`src/rtl/dvr_pkg.sv`:
```
// Shared types for the dvr_if width converters.
package dvr_pkg;
  typedef enum logic {IDLE = 1'b0, SEND = 1'b1} dvr_width_down_state_e;
endpackage

```
`src/rtl/dvr_width_down.sv`:
```
// Width down-converter: one RATIO*DATA_WIDTH word in, RATIO DATA_WIDTH beats out.
// Zero-bubble between words: the next word is taken on the last beat's transfer.
module dvr_width_down
  import dvr_pkg::*;
#(
  parameter int DATA_WIDTH = 8,
  parameter int RATIO      = 4,
  parameter bit MSB_FIRST  = 1'b0
) (
  input  logic                          clk,
  input  logic                          rst_n,
  input  logic [RATIO*DATA_WIDTH-1:0]   wide_data,
  input  logic                          wide_vld,
  output logic                          wide_rdy,
  output logic [DATA_WIDTH-1:0]         narrow_data,
  output logic                          narrow_vld,
  input  logic                          narrow_rdy,
  output logic [$clog2(RATIO)-1:0]      beat_idx,
  output logic                          busy
);
  localparam int IDX_W = $clog2(RATIO);
  typedef logic [IDX_W-1:0] beat_idx_t;
  localparam beat_idx_t LAST = beat_idx_t'(RATIO - 1);

  generate
    if (RATIO < 2) begin : g_bad_ratio
      $error("dvr_width_down: RATIO must be >= 2");
    end
    if (DATA_WIDTH < 1) begin : g_bad_width
      $error("dvr_width_down: DATA_WIDTH must be >= 1");
    end
  endgenerate

  dvr_width_down_state_e                 state_q, state_d;
  logic [RATIO-1:0][DATA_WIDTH-1:0]      hold_q;
  beat_idx_t                             idx_q, sel;
  logic                                  last, narrow_fire, wide_fire;

  assign last        = (idx_q == LAST);
  assign narrow_vld  = (state_q == SEND);
  assign busy        = (state_q == SEND);
  assign beat_idx    = idx_q;
  // Only combinational ready path: refill on the last beat's handshake.
  assign wide_rdy    = rst_n & ((state_q == IDLE) | ((state_q == SEND) & last & narrow_rdy));
  assign narrow_fire = narrow_vld & narrow_rdy;
  assign wide_fire   = wide_vld & wide_rdy;
  assign sel         = MSB_FIRST ? beat_idx_t'(LAST - idx_q) : idx_q;
  assign narrow_data = hold_q[sel];

  always_comb begin
    state_d = state_q;
    case (state_q)
      IDLE: if (wide_fire) state_d = SEND;
      SEND: if (narrow_fire && last && !wide_vld) state_d = IDLE;
      default: state_d = IDLE;
    endcase
  end

  always_ff @(posedge clk) begin
    if (!rst_n) begin
      state_q <= IDLE;
      idx_q   <= '0;
      hold_q  <= '0;
    end else begin
      state_q <= state_d;
      if (wide_fire) begin
        hold_q <= wide_data;
        idx_q  <= '0;
      end else if (narrow_fire) begin
        idx_q <= last ? '0 : beat_idx_t'(idx_q + 1'b1);
      end
    end
  end
endmodule
```
`config.mk`:
```
export PLATFORM = sky130hd
export DESIGN_NAME = dvr_width_down
export DESIGN_NICKNAME = d
export VERILOG_FILES = /design/src/rtl/dvr_pkg.sv /design/src/rtl/dvr_width_down.sv
export SDC_FILE = /design/constraint.sdc
export NUM_CORES = 1
export LEC_CHECK = 0
export CAP_MARGIN = 20
export CORE_MARGIN = 2
export CORE_UTILIZATION = 52
export CTS_BUF_LIST = sky130_fd_sc_hd__clkbuf_2 sky130_fd_sc_hd__clkbuf_4 sky130_fd_sc_hd__clkbuf_8
export DETAILED_ROUTE_END_ITERATION = 8
export PLACE_DENSITY = 0.87
export SLEW_MARGIN = 20
export SYNTH_ARGS = -nofsm -noshare
export SYNTH_HDL_FRONTEND = slang
export SYNTH_SLANG_ARGS = --single-unit
```
`constraint.sdc`:
```
create_clock -name clk -period 4.1 [get_ports clk]
set_clock_uncertainty 0.2 [all_clocks]
set_input_delay 0.615 -clock clk [delete_from_list [all_inputs] [get_ports clk]]
set_output_delay 0.615 -clock clk [all_outputs]
set_load 0.01 [all_outputs]
```
-- Yosys cells after proc, flatten, opt, wreduce, memory -nomap -nowiden
Cells that the tools add are included.
- flip-flop bits (word level): 35
- bits in latches: 0
- memory bits (writable): 0
- bits in read-only memories: 0
- input port bits: 36
- output and inout port bits: 13
- logic and storage cells: 27
- memories: 0
- add/subtract/negate cells: 1
- multiply operators: 0
- div/mod/pow operators: 0
- order comparisons: 1
- eq/ne operators: 1
- shift operators: 0
- multiplexer cells: 6
- bitwise logic cells: 8
- reduce and logical (&&, ||, !) cells: 4
- operators with widths (kind ; count):
    $bmux 8 s2 ; 1
    $mux 8 ; 1
    $and 1x1->1 ; 5
    $lt 2x3->1 const B ; 1
    $add 2x1->2 const B ; 1
    $eq 2x2->1 const B ; 1
    $logic_and 1x1->1 ; 2
    $mux 1 ; 2
    $mux 2 ; 1
    $not 1->1 ; 2
    $pmux 1 s2 ; 1
    $reduce_or 2->1 ; 1
    $logic_not 1->1 ; 1
    $or 1x1->1 ; 1

-- Longest topological paths before layout
Gate-level depths: netlist (run 1).
- depth after elaboration: 8
- mapped depth: 5
- gate-level depth less buffers: 4

-- Least setup slack after synthesis (run 1)
Ideal clock, no wire load.
- path type: register to output
- start point: register idx_q[0], in the netlist beat_idx[0]
- end point: output port narrow_data[0]
- data arrival time: 1.225 ns
- data required time: 3.285 ns
- setup slack: 2.060 ns
- stages on the path, launching flop included: 3
- path buffers: 1
- path through: dfxtp_1 -> buf_2 -> mux4_2
- longest elaborated chain between the ends: 2
- ends and longest elaborated chain (what ; line ; RTL):
    start, declared ; dvr_width_down.sv:36 ; beat_idx_t idx_q, sel;
    start signal, assigned ; dvr_width_down.sv:70 ; idx_q <= last ? '0 : beat_idx_t'(idx_q + 1'b1);
    $bmux 8 s2 ; dvr_width_down.sv:48 ; assign narrow_data = hold_q[sel];
    $mux 8 (not written as such) ; dvr_width_down.sv:48 ;
    end, declared ; dvr_width_down.sv:15 ; output logic [DATA_WIDTH-1:0] narrow_data,
No other way between the ends. The select of a mux whose other input is x is not followed.

-- Worst setup path in the final report (run 1)
- start point: register idx_q[0], in the netlist beat_idx[0]
- end point: output port wide_rdy
- longest elaborated chain between the ends: 5
- ends and longest elaborated chain (what ; line ; RTL):
    $eq 2x2->1 ; dvr_width_down.sv:39 ; assign last = (idx_q == LAST);
    $and 1x1->1 (2 in series) ; dvr_width_down.sv:44 ; assign wide_rdy = rst_n & ((state_q == IDLE) | ((state_q == SEND) & last & narrow_rdy));
    $or 1x1->1 ; dvr_width_down.sv:44 ;
    $and 1x1->1 ; dvr_width_down.sv:44 ;
    end, declared ; dvr_width_down.sv:14 ; output logic wide_rdy,
No other way between the ends.

==> results of run 1 <==
final cells by class:
class,instances,area (um2)
fill,235,865.8
multi-input combinational,85,738.2
sequential,35,700.7
timing repair buffer,50,495.5
inverter,32,120.1
tap,44,55.05
clock buffer,5,37.54
clock inverter,3,15.01
routing by layer:
layer	wire, um	GRT usage
met1	1233	0.1924
met2	1566	0.3370
met3	206	0.07036
met4	36	0.08571
met5	0	0
flip-flops by register name, indices dropped and copies added, names as in the netlist:
| register | count |
|---|---|
| hold_q | 32 |
| beat_idx | 2 |
| busy | 1 |
through the flow:
stage | cell area, um2 | utilization | power (mW) | instances
after floorplan | 1654 | - | 0.4522 | 162
after global placement | 2110 | 0.6967 | 0.5037 | 246
after detailed placement | 2110 | 0.6967 | 0.5094 | 246
after CTS | 2162 | 0.7141 | 0.6877 | 254
after global routing | 2162 | 0.7141 | 0.7167 | 254
final | 2162 | 0.7141 | 0.6786 | 254
worst register-to-register path: cells and delay by family (launching register included):
kind | cells | cell delay (ns)
AND/OR/NAND/NOR | 1 | 0.10
multiplexers | 1 | 0.26
adder cells (fa/ha/maj) | 1 | 0.33
flip-flops | 1 | 0.77
AO/OA/AOI/OAI | 1 | 0.09
buffers and inverters | 1 | 0.45
cell usage after synthesis:
cell type,number
a21boi_4,1
a32oi_1,1
and2b_2,1
buf_1,1
buf_12,3
buf_2,1
buf_4,2
clkbuf_1,3
dfxtp_1,35
ha_1,1
inv_1,32
mux2i_1,34
mux4_2,8
nand2_1,34
nor2_1,1
nor2_4,1
nor2b_1,1
nor3b_2,1
o21a_1,1
power by group through the flow:
stage | clock network [mW] | logic, mW | registers, mW
after floorplan | 0 | 0.0714 | 0.381
final | 0.179 | 0.121 | 0.379
after global placement | 0 | 0.119 | 0.385
after global routing | 0.203 | 0.131 | 0.382
after detailed placement | 0 | 0.123 | 0.387
after CTS | 0.186 | 0.123 | 0.379
logic make-up after synthesis:
group / Yosys count
flip-flops: 35
buffers and inverters: 42
AO/OA/AOI/OAI: 3
adder cells (fa/ha/maj): 1
multiplexers: 42
AND/OR/NAND/NOR: 39
worst max-delay path by stage:
stage / from / to / slack, ns / depth (start not counted)
4_1_cts: beat_idx[0] / wide_rdy / 0.95 / 4
3_3_place_gp: rst_n / wide_rdy / 1.18 / 4
3_5_place_dp: rst_n / wide_rdy / 1.17 / 4
2_1_floorplan: beat_idx[0] / narrow_data[0] / 2.06 / 2
5_1_grt: beat_idx[0] / wide_rdy / 0.85 / 4
6_report: beat_idx[0] / wide_rdy / 1.04 / 4
==> out/metrics.csv, run 1 <==
stage,metric,value,unit
yosys,synth_fa_ha_area_frac,0.007564,
yosys,ys_types,19,
placement,hpwl,2.248,mm
critical_path,reg2regPathDepth,5,
clock_tree,clock_sinks,35,
critical_path,reg2reg_slack,1.83,ns
yosys,yosys_warnings,0,
floorplan,die_w,60.40,um
sta,worst_hold_slack,0.2636,ns
floorplan,start_util,0.5463,
power_and_ir_drop,p_switching,0.1730,mW
placement,dpl_worst_slack,1.171,ns
drt,postRouteWirelength,3.042,mm
placement,io_buffers,48,
drt,dr_total_vias,1212,
critical_path,arrival,2.25,ns
drt,vias_per_cell,4.772,
critical_path,cpPeakStageDelay,0.77,ns
critical_path,cp-start-kind,flop,
drt,drc_errors,0,
global_route,grt_first_pass_wirelength,4.933,mm
critical_path,critical_path_class,reg2out,
final_layout,layout-drive-gt1-share,0.1048,
sta,tightest_slew,0.6725,ns
worst_hold_path,worstHoldStart,hold_q[1],
sta,relSlewSlack,0.5510,
yosys,ys_ff_latch,35,
critical_path,crit_path_end_kind,output pin,
yosys,synth_area_leader_cell,dfxtp_1,
yosys,synth-xor-area-share,0,
yosys,synth_top_cells_by_area,"dfxtp_1 (42%), mux2i_1 (21%), mux4_2 (11%)",
sta,fin_crit,3.064,ns
yosys,syn_avg_cell_area,10.21,um2
flow_run,cap_violations,0,
yosys,synth_top_area_share,0.4236,
power_and_ir_drop,clkPwrFrac,0.263,
yosys,yosysSeqAreaShare,0.4236,
clock_tree,clock_latency,0.33,ns
final_layout,mostFrequentLayoutCell,clkdlybuf4s50_1,
global_route,globalRouteOverflowTotal,0,
sta,hold_viol,0,
power_and_ir_drop,comb_power_share,0.179,
critical_path,slowest_stage,dfxtp_1,
final_layout,area_growth,30.71,%
final_layout,final_nets,246,
floorplan,die_area,0.003648,mm2
yosys,synth-compound-area-share,0.02118,
sta,rsz0062_at_grt,no,
clock_tree,cts_setup_buffers,0,
critical_path,critical-path-top-delay-family,flip-flops,
worst_hold_path,min_path_cells,2,
placement,place.gp.congestion,0.6998,
final_layout,diodes,0,
clock_tree,htree_levels,2,
floorplan,ios,49,
critical_path,reg2reg_from,beat_idx[0],
yosys,synth_cells,162,
worst_hold_path,worstHoldEndpoint,hold_q[1],
yosys,synth_top_family_by_area,multiplexers,
sta,setup_tns,0,ns
floorplan,num_rows,20,
sta,fin_crit_sh,0.7472,
clock_tree,clock-root-buffer,clkbuf_4,
drt,wire_per_inst,11.98,um
worst_hold_path,hold_path_class,reg2reg,
global_route,grt_pass1_vias,1240,
global_route,antenna_found_initial,0,
drt,dr.pass1.iters,4,
power_and_ir_drop,peakVddDrop,0.0001965,V
drt,ant_nets,0,
power_and_ir_drop,p_leak,0.9235,nW
power_and_ir_drop,pwr-share-seq,0.558,
yosys,syn-num-nets,199,
critical_path,reg2reg_to,hold_q[17],
final_layout,final_cell_mix,"clkdlybuf4s50_1 (48), dfxtp_1 (35), nand2_1 (34), mux2i_1 (34), inv_1 (32)",
critical_path,cp_data_required_time,3.28,ns
clock_tree,tritoncts,yes,
power_and_ir_drop,switching_share,0.2549,
clock_tree,cts_buffer_depth,2,
power_and_ir_drop,internal_power,0.5056,mW
clock_tree,cts_made_buffers,5,
critical_path,path_max_fanout,12,
sta,layout_setup_ws,1.036,ns
sta,finalSetupViolCount,0,
global_route,grt_use_total,0.1874,
clock_tree,clkTransAtPathRegs,0.10,ns
global_route,grt_start_max_net_pins,38,
critical_path,crit_buf_inv,1,
clock_tree,cts-resized-gates,0,
drt,drt_iter0_markers,17,
yosys,synth_area,0.001654,mm2
power_and_ir_drop,power_density,313.9,mW/mm2
sta,slew_viol_final,0,
status,status,"finished, final reports clean",
critical_path,crit_chain,ha_1 > a21boi_4 > and2b_2 > clkdlybuf4s50_1,
clock_tree,ctsHoldBuffers,0,
floorplan,dieHeight,60.40,um
yosys,synth_simple_gate_area_frac,0.1029,
sta,timing.fmax,0.3264,GHz
floorplan,coreArea,0.003028,mm2
yosys,synthMuxAreaShare,0.3147,
Note: power is estimated with default switching activity, not from simulation.
==> run 2, diff against run 1 <==
--- a/config.mk
+++ b/config.mk
@@ -7,10 +7,10 @@
 export LEC_CHECK = 0
 export CAP_MARGIN = 20
 export CORE_MARGIN = 2
-export CORE_UTILIZATION = 52
+export CORE_UTILIZATION = 44
 export CTS_BUF_LIST = sky130_fd_sc_hd__clkbuf_2 sky130_fd_sc_hd__clkbuf_4 sky130_fd_sc_hd__clkbuf_8
 export DETAILED_ROUTE_END_ITERATION = 8
-export PLACE_DENSITY = 0.87
+export PLACE_DENSITY = 0.78
 export SLEW_MARGIN = 20
 export SYNTH_ARGS = -nofsm -noshare
 export SYNTH_HDL_FRONTEND = slang
==> constraint.sdc (replaced) <==
create_clock -name clk -period 2.7 [get_ports clk]
set_clock_uncertainty 0.2 [all_clocks]
set_input_delay 0.405 -clock clk [delete_from_list [all_inputs] [get_ports clk]]
set_output_delay 0.405 -clock clk [all_outputs]
set_load 0.01 [all_outputs]
==> run 2 against run 1 <==
Sequential cell count unchanged. Cell count increased by 2.8%. Total power increased by 64%. Combinational power increased by 58%. Die area increased by 17%. Via count decreased by 2.1%. Count of clock-buffer cells in the layout unchanged. Register-to-register slack got worse by 0.79 ns. Clock power increased by 96%. Core utilization decreased by 9.9 points. Largest cell class unchanged.
==> out/metrics.csv, run 2 (same netlist as run 1, synthesis figures left out) <==
stage,metric,value,unit,change
status,status,"finished, final reports clean",,
final_layout,mostFrequentLayoutCell,clkdlybuf4s50_1,,
floorplan,dieHeight,65.32,um,+8.1%
drt,drt_iter0_markers,35,,+18
critical_path,crit_start,beat_idx[0],,
floorplan,die_w,65.32,um,+8.1%
global_route,grt_first_pass_wirelength,4.816,mm,-2.4%
critical_path,critical_path_class,reg2out,,
final_layout,layout-drive-gt1-share,0.1174,,+0.01261
power_and_ir_drop,p_leak,0.9559,nW,+3.5%
flow_run,cap_violations,0,,unchanged
sta,fin_crit,2.522,ns,
placement,io_buffers,48,,unchanged
final_layout,fill_cells,330,,+40%
floorplan,ios,49,,unchanged
clock_tree,ctsHoldBuffers,0,,unchanged
critical_path,reg2reg_to,hold_q[9],,
clock_tree,cts_setup_buffers,0,,unchanged
final_layout,diodes,0,,unchanged
clock_tree,cts_made_buffers,5,,unchanged
floorplan,coreArea,0.003633,mm2,+20%
placement,place.gp.congestion,0.7105,,+1.5%
clock_tree,cts_buffer_depth,2,,unchanged
floorplan,start_util,0.4552,,-0.09105
final_layout,final_nets,249,,+1.2%
global_route,grt_pass1_vias,1145,,-7.7%
clock_tree,clock_sinks,35,,unchanged
placement,hpwl,2.028,mm,-9.8%
sta,setup_tns,0,ns,unchanged
worst_hold_path,hold_path_class,reg2reg,,
sta,hold_viol,0,,unchanged
clock_tree,clock_latency,0.28,ns,-0.05 ns
sta,tightest_slew,0.3599,ns,-0.3127 ns
global_route,gr-max-usage-layer,met2,,
sta,relSlewSlack,0.7601,,+0.2090
global_route,grtUsageMet1,0.1625,,-0.02993
power_and_ir_drop,peakVddDrop,0.0002969,V,+51%
critical_path,arrival,1.92,ns,-0.33 ns
critical_path,cp_data_required_time,2.10,ns,-1.18 ns
global_route,grt_use_total,0.1507,,-0.03671
clock_tree,cts-resized-gates,0,,unchanged
drt,dr_total_vias,1187,,-2.1%
final_layout,largest_reg_flops,32,,unchanged
drt,wire_per_inst,11.07,um,-7.6%
sta,fin_crit_sh,0.9339,,
final_layout,largest_register,hold_q,,
clock_tree,tritoncts,yes,,
drt,dr.pass1.iters,3,,-1
drt,postRouteWirelength,2.889,mm,-5.0%
sta,rsz0062_at_grt,no,,
critical_path,cp-start-kind,flop,,
clock_tree,clkTransAtPathRegs,0.07,ns,-0.03 ns
clock_tree,clock-root-buffer,clkbuf_8,,
final_layout,area_growth,35.02,%,
global_route,globalRouteOverflowTotal,0,,unchanged
sta,finalSetupViolCount,0,,unchanged
global_route,use_met3,0.03767,,-0.03269
critical_path,reg2regPathDepth,5,,unchanged
floorplan,num_rows,22,,+10%
sta,timing.fmax,0.3966,GHz,
sta,slew_viol_final,0,,unchanged
global_route,grt_start_max_net_pins,37,,-2.6%
final_layout,final_cell_mix,"clkdlybuf4s50_1 (48), dfxtp_1 (35), nand2_1 (34), mux2i_1 (34), inv_1 (32)",,
critical_path,reg2reg_from,beat_idx[0],,
global_route,met2_usage,0.2666,,-0.07037
sta,worst_hold_slack,0.2545,ns,-0.009137 ns
clock_tree,htree_levels,2,,unchanged
drt,ant_nets,0,,unchanged
drt,vias_per_cell,4.548,,-4.7%
floorplan,die_area,0.004266,mm2,+17%
drt,drc_errors,0,,unchanged
critical_path,reg2reg_slack,1.04,ns,-0.79 ns
global_route,antenna_found_initial,0,,unchanged
critical_path,path_max_fanout,6,,-6
critical_path,crit_end,narrow_data[5],,
critical_path,crit_path_end_kind,output pin,,
power_and_ir_drop,power_density,498.7,mW/mm2,+59%
==> run 2: per-stage QoR <==
stage,std cells,util,area [um2],total power [mW],setup slack (ns)
floorplan,162,-,1654,0.6866,0.8698
global route,261,0.6147,2233,1.171,0.07935
finish,261,0.6147,2233,1.114,0.1784
CTS,261,0.6147,2233,1.131,0.1490
global placement,253,0.5916,2150,0.7722,0.2731
detailed placement,253,0.5916,2150,0.7767,0.2305
==> run 2: per-layer routing <==
layer / wire, um / part of all wire
met1: 1221 / 0.42
met2: 1463 / 0.51
met3: 127 / 0.044
met4: 76 / 0.026
met5: 0 / 0
==> run 2: critical path: stages (launching register included) <==
cell and delay, ns:
dfxtp_1 0.43, buf_4 0.20, mux4_2 0.51, clkdlybuf4s50_1 0.49
==> run 2: layout make-up <==
class                      instances  area (um2)  area share
sequential                        35       700.7      0.3137
clock buffer                       5       68.82     0.03081
clock inverter                     3       15.01    0.006723
timing repair buffer              53       530.5      0.2375
tap                               48       60.06     0.02689
inverter                          32       120.1     0.05378
multi-input combinational         85       738.2      0.3305
==> run 2: worst min path at each step <==
stage	from	endpoint	slack, ns	cells after the start
after floorplan	hold_q[16]	hold_q[16]	0.23	2
after global placement	hold_q[20]	hold_q[20]	0.24	2
after detailed placement	hold_q[27]	hold_q[27]	0.25	2
after CTS	hold_q[20]	hold_q[20]	0.26	2
after global routing	hold_q[30]	hold_q[30]	0.27	2
final	hold_q[20]	hold_q[20]	0.25	2
==> run 2: where the power goes <==
group | leakage (nW) | internal (mW) | total (mW) | switching [mW]
clock network | 0.0477 | 0.176 | 0.351 | 0.175
logic | 0.620 | 0.122 | 0.191 | 0.0689
registers | 0.288 | 0.553 | 0.571 | 0.0185
==> run 3, diff against run 2 <==
--- a/config.mk
+++ b/config.mk
@@ -5,12 +5,12 @@
 export SDC_FILE = /design/constraint.sdc
 export NUM_CORES = 1
 export LEC_CHECK = 0
-export CAP_MARGIN = 20
 export CORE_MARGIN = 2
-export CORE_UTILIZATION = 44
+export CORE_UTILIZATION = 58
 export CTS_BUF_LIST = sky130_fd_sc_hd__clkbuf_2 sky130_fd_sc_hd__clkbuf_4 sky130_fd_sc_hd__clkbuf_8
 export DETAILED_ROUTE_END_ITERATION = 8
-export PLACE_DENSITY = 0.78
+export DONT_BUFFER_PORTS = 1
+export PLACE_DENSITY = 0.76
 export SLEW_MARGIN = 20
 export SYNTH_ARGS = -nofsm -noshare
 export SYNTH_HDL_FRONTEND = slang
==> run 3 against run 2 <==
Core utilization up 13 points. Die area is 23% lower. Count of clock-buffer cells in the layout is 1 higher. First-iteration DRC count up 66%. Clock power grew 12%. Fmax fell by 0.58%. Register-to-register slack lost 0.88 ns. Critical path type is now reg2reg. Largest cell class unchanged. Largest power group unchanged.
==> out/metrics.csv, run 3 (same netlist as run 1, synthesis figures left out) <==
stage,metric,value,unit,change
status,status,"finished, final reports clean",,
critical_path,reg2reg_to,hold_q[11],,
drt,postRouteWirelength,3.385,mm,+17%
placement,dp.cells,187,,-26%
global_route,grt_use_total,0.2124,,+0.06175
clock_tree,cts_setup_buffers,0,,unchanged
clock_tree,clock_sinks,35,,unchanged
final_layout,design_area,0.002044,mm2,-8.5%
sta,fin_crit_sh,0.9394,,+0.005451
worst_hold_path,worstHoldEndpoint,hold_q[31],,
final_layout,mostFrequentLayoutCell,dfxtp_1,,
floorplan,num_rows,19,,-14%
sta,timing.fmax,0.3943,GHz,-0.58%
power_and_ir_drop,p_leak,0.9077,nW,-5.0%
final_layout,final_nets,233,,-6.4%
flow_run,cap_violations,0,,unchanged
placement,placed_area,0.001628,mm2,-24%
global_route,grt_pass1_vias,1202,,+5.0%
sta,slew_viol_final,0,,unchanged
placement,hpwl,2.073,mm,+2.2%
floorplan,dieHeight,57.40,um,-12%
sta,rsz0062_at_grt,no,,
final_layout,finalNonFillerCells,228,,-13%
global_route,grt_first_pass_wirelength,5.250,mm,+9.0%
floorplan,ios,49,,unchanged
critical_path,cp_data_required_time,2.79,ns,+0.69 ns
power_and_ir_drop,power_density,545.3,mW/mm2,+9.3%
drt,dr.pass1.iters,4,,+1
drt,drc_errors,0,,unchanged
floorplan,start_util,0.6050,,+0.1498
clock_tree,cts_made_buffers,5,,unchanged
power_and_ir_drop,switching_share,0.2307,,-0.004998
clock_tree,htree_levels,2,,unchanged
power_and_ir_drop,peakVddDrop,0.0004228,V,+42%
clock_tree,clock_latency,0.34,ns,+0.06 ns
final_layout,area_growth,23.60,%,
critical_path,arrival,2.63,ns,+0.71 ns
drt,dr_total_vias,1172,,-1.3%
sta,finalSetupViolCount,0,,unchanged
drt,vias_per_cell,5.140,,+13%
power_and_ir_drop,pwr-share-seq,0.515,,+0.002
power_and_ir_drop,clkPwrFrac,0.352,,+0.037
critical_path,path_max_fanout,33,,+27
final_layout,final_cell_mix,"dfxtp_1 (35), nand2_1 (34), mux2i_1 (34), dlygate4sd3_1 (33), inv_1 (32)",,
worst_hold_path,hold_path_class,in2reg,,
power_and_ir_drop,internal_power,0.8576,mW,+0.75%
final_layout,layout-drive-gt1-share,0.1218,,+0.004457
drt,wire_per_inst,14.85,um,+34%
critical_path,critical_path_class,reg2reg,,
critical_path,slowest_stage,dlygate4sd3_1,,
critical_path,crit_chain,ha_1 > a21boi_4 > nor2_4 > buf_4 > mux2i_1 > dlygate4sd3_1,,
drt,drt_iter0_markers,58,,+66%
worst_hold_path,min_path_cells,2,,unchanged
drt,ant_nets,0,,unchanged
floorplan,die_area,0.003295,mm2,-23%
sta,setup_tns,0,ns,unchanged
critical_path,reg2reg_from,beat_idx[0],,
sta,fin_crit,2.536,ns,+0.01472 ns
worst_hold_path,worstHoldStart,rst_n,,
clock_tree,cts_buffer_depth,2,,unchanged
critical_path,crit_path_end_kind,flop,,
placement,place.gp.congestion,0.6787,,-4.5%
power_and_ir_drop,comb_power_share,0.132,,-0.040
clock_tree,tritoncts,yes,,
critical_path,cpPeakStageDelay,0.58,ns,+0.07 ns
final_layout,diodes,0,,unchanged
sta,tightest_slew,0.5564,ns,+0.1965 ns
global_route,antenna_found_initial,0,,unchanged
critical_path,reg2reg_slack,0.16,ns,-0.88 ns
global_route,globalRouteOverflowTotal,0,,unchanged
final_layout,largest_reg_flops,32,,unchanged
critical_path,reg2regPathDepth,6,,+1
clock_tree,clkTransAtPathRegs,0.10,ns,+0.03 ns
global_route,grt_start_max_net_pins,36,,-2.7%
floorplan,coreArea,0.002734,mm2,-25%
critical_path,cp-start-kind,flop,,
final_layout,fin_util,0.7478,,+0.1332
clock_tree,clock-root-buffer,clkbuf_4,,
floorplan,die_w,57.40,um,-12%
placement,io_buffers,0,,-100%
power_and_ir_drop,p_switching,0.2572,mW,-2.0%
final_layout,largest_register,hold_q,,
sta,hold_viol,0,,unchanged
sta,relSlewSlack,0.6291,,-0.1310
run 3: worst max-delay path by stage:
| stage | from | endpoint | slack (ns) | cells after the start |
|---|---|---|---|---|
| 2_1_floorplan | beat_idx[0] | narrow_data[0] | 0.87 | 2 |
| 3_3_place_gp | beat_idx[1] | hold_q[21] | 0.83 | 6 |
| 3_5_place_dp | beat_idx[0] | hold_q[15] | 0.72 | 5 |
| 4_1_cts | beat_idx[0] | hold_q[11] | 0.22 | 6 |
| 5_1_grt | beat_idx[0] | hold_q[11] | 0.02 | 6 |
| 6_report | beat_idx[0] | hold_q[11] | 0.16 | 6 |
run 3: cell type report:
type | count | area, um2
multi-input cells | 85 | 738.2
flip-flops and latches | 35 | 700.7
fillers | 172 | 689.4
repair buffers | 37 | 360.3
inverters | 32 | 120.1
clock buffers | 6 | 51.30
well taps | 31 | 38.79
clock inverters | 2 | 35.03
run 3: metrics by stage:
step	total power, mW	worst slack (ns)	hold slack, ns
after floorplan	0.6866	0.8698	0.2315
after detailed placement	0.6924	0.7226	0.2446
final	1.115	0.1637	0.002471
after CTS	1.108	0.2150	0.0004806
after global routing	1.163	0.01979	-0.006981
after global placement	0.6844	0.8268	0.2391
run 3: critical path: cells and delay by family (launching register included):
| family | cells | cell delay (ns) |
|---|---|---|
| compound gates | 1 | 0.09 |
| fa+ha+maj | 1 | 0.27 |
| buf+inv | 2 | 1.06 |
| flops | 1 | 0.51 |
| mux | 1 | 0.26 |
| simple gates | 1 | 0.10 |
run 3: power by group through the flow:
stage / Sequential [mW] / Clock (mW) / Combinational (mW)
2_1_floorplan: 0.578 / 0 / 0.108
3_3_place_gp: 0.584 / 0 / 0.101
3_5_place_dp: 0.586 / 0 / 0.106
4_1_cts: 0.574 / 0.397 / 0.137
5_1_grt: 0.579 / 0.423 / 0.161
6_report: 0.574 / 0.393 / 0.148
run 3: repair_timing:
action / in CTS / in global routing
hold endpoints to repair: 22 / 13
hold buffers: 25 / 8
resized for setup: 0 / 0
run 3: metal layers:
| layer | part of all wire | GRT usage |
|---|---|---|
| met4 | 0.020 | 0.09302 |
| met3 | 0.046 | 0.07029 |
| met2 | 0.54 | 0.3880 |
| met1 | 0.39 | 0.2180 |
| met5 | 0 | 0 |
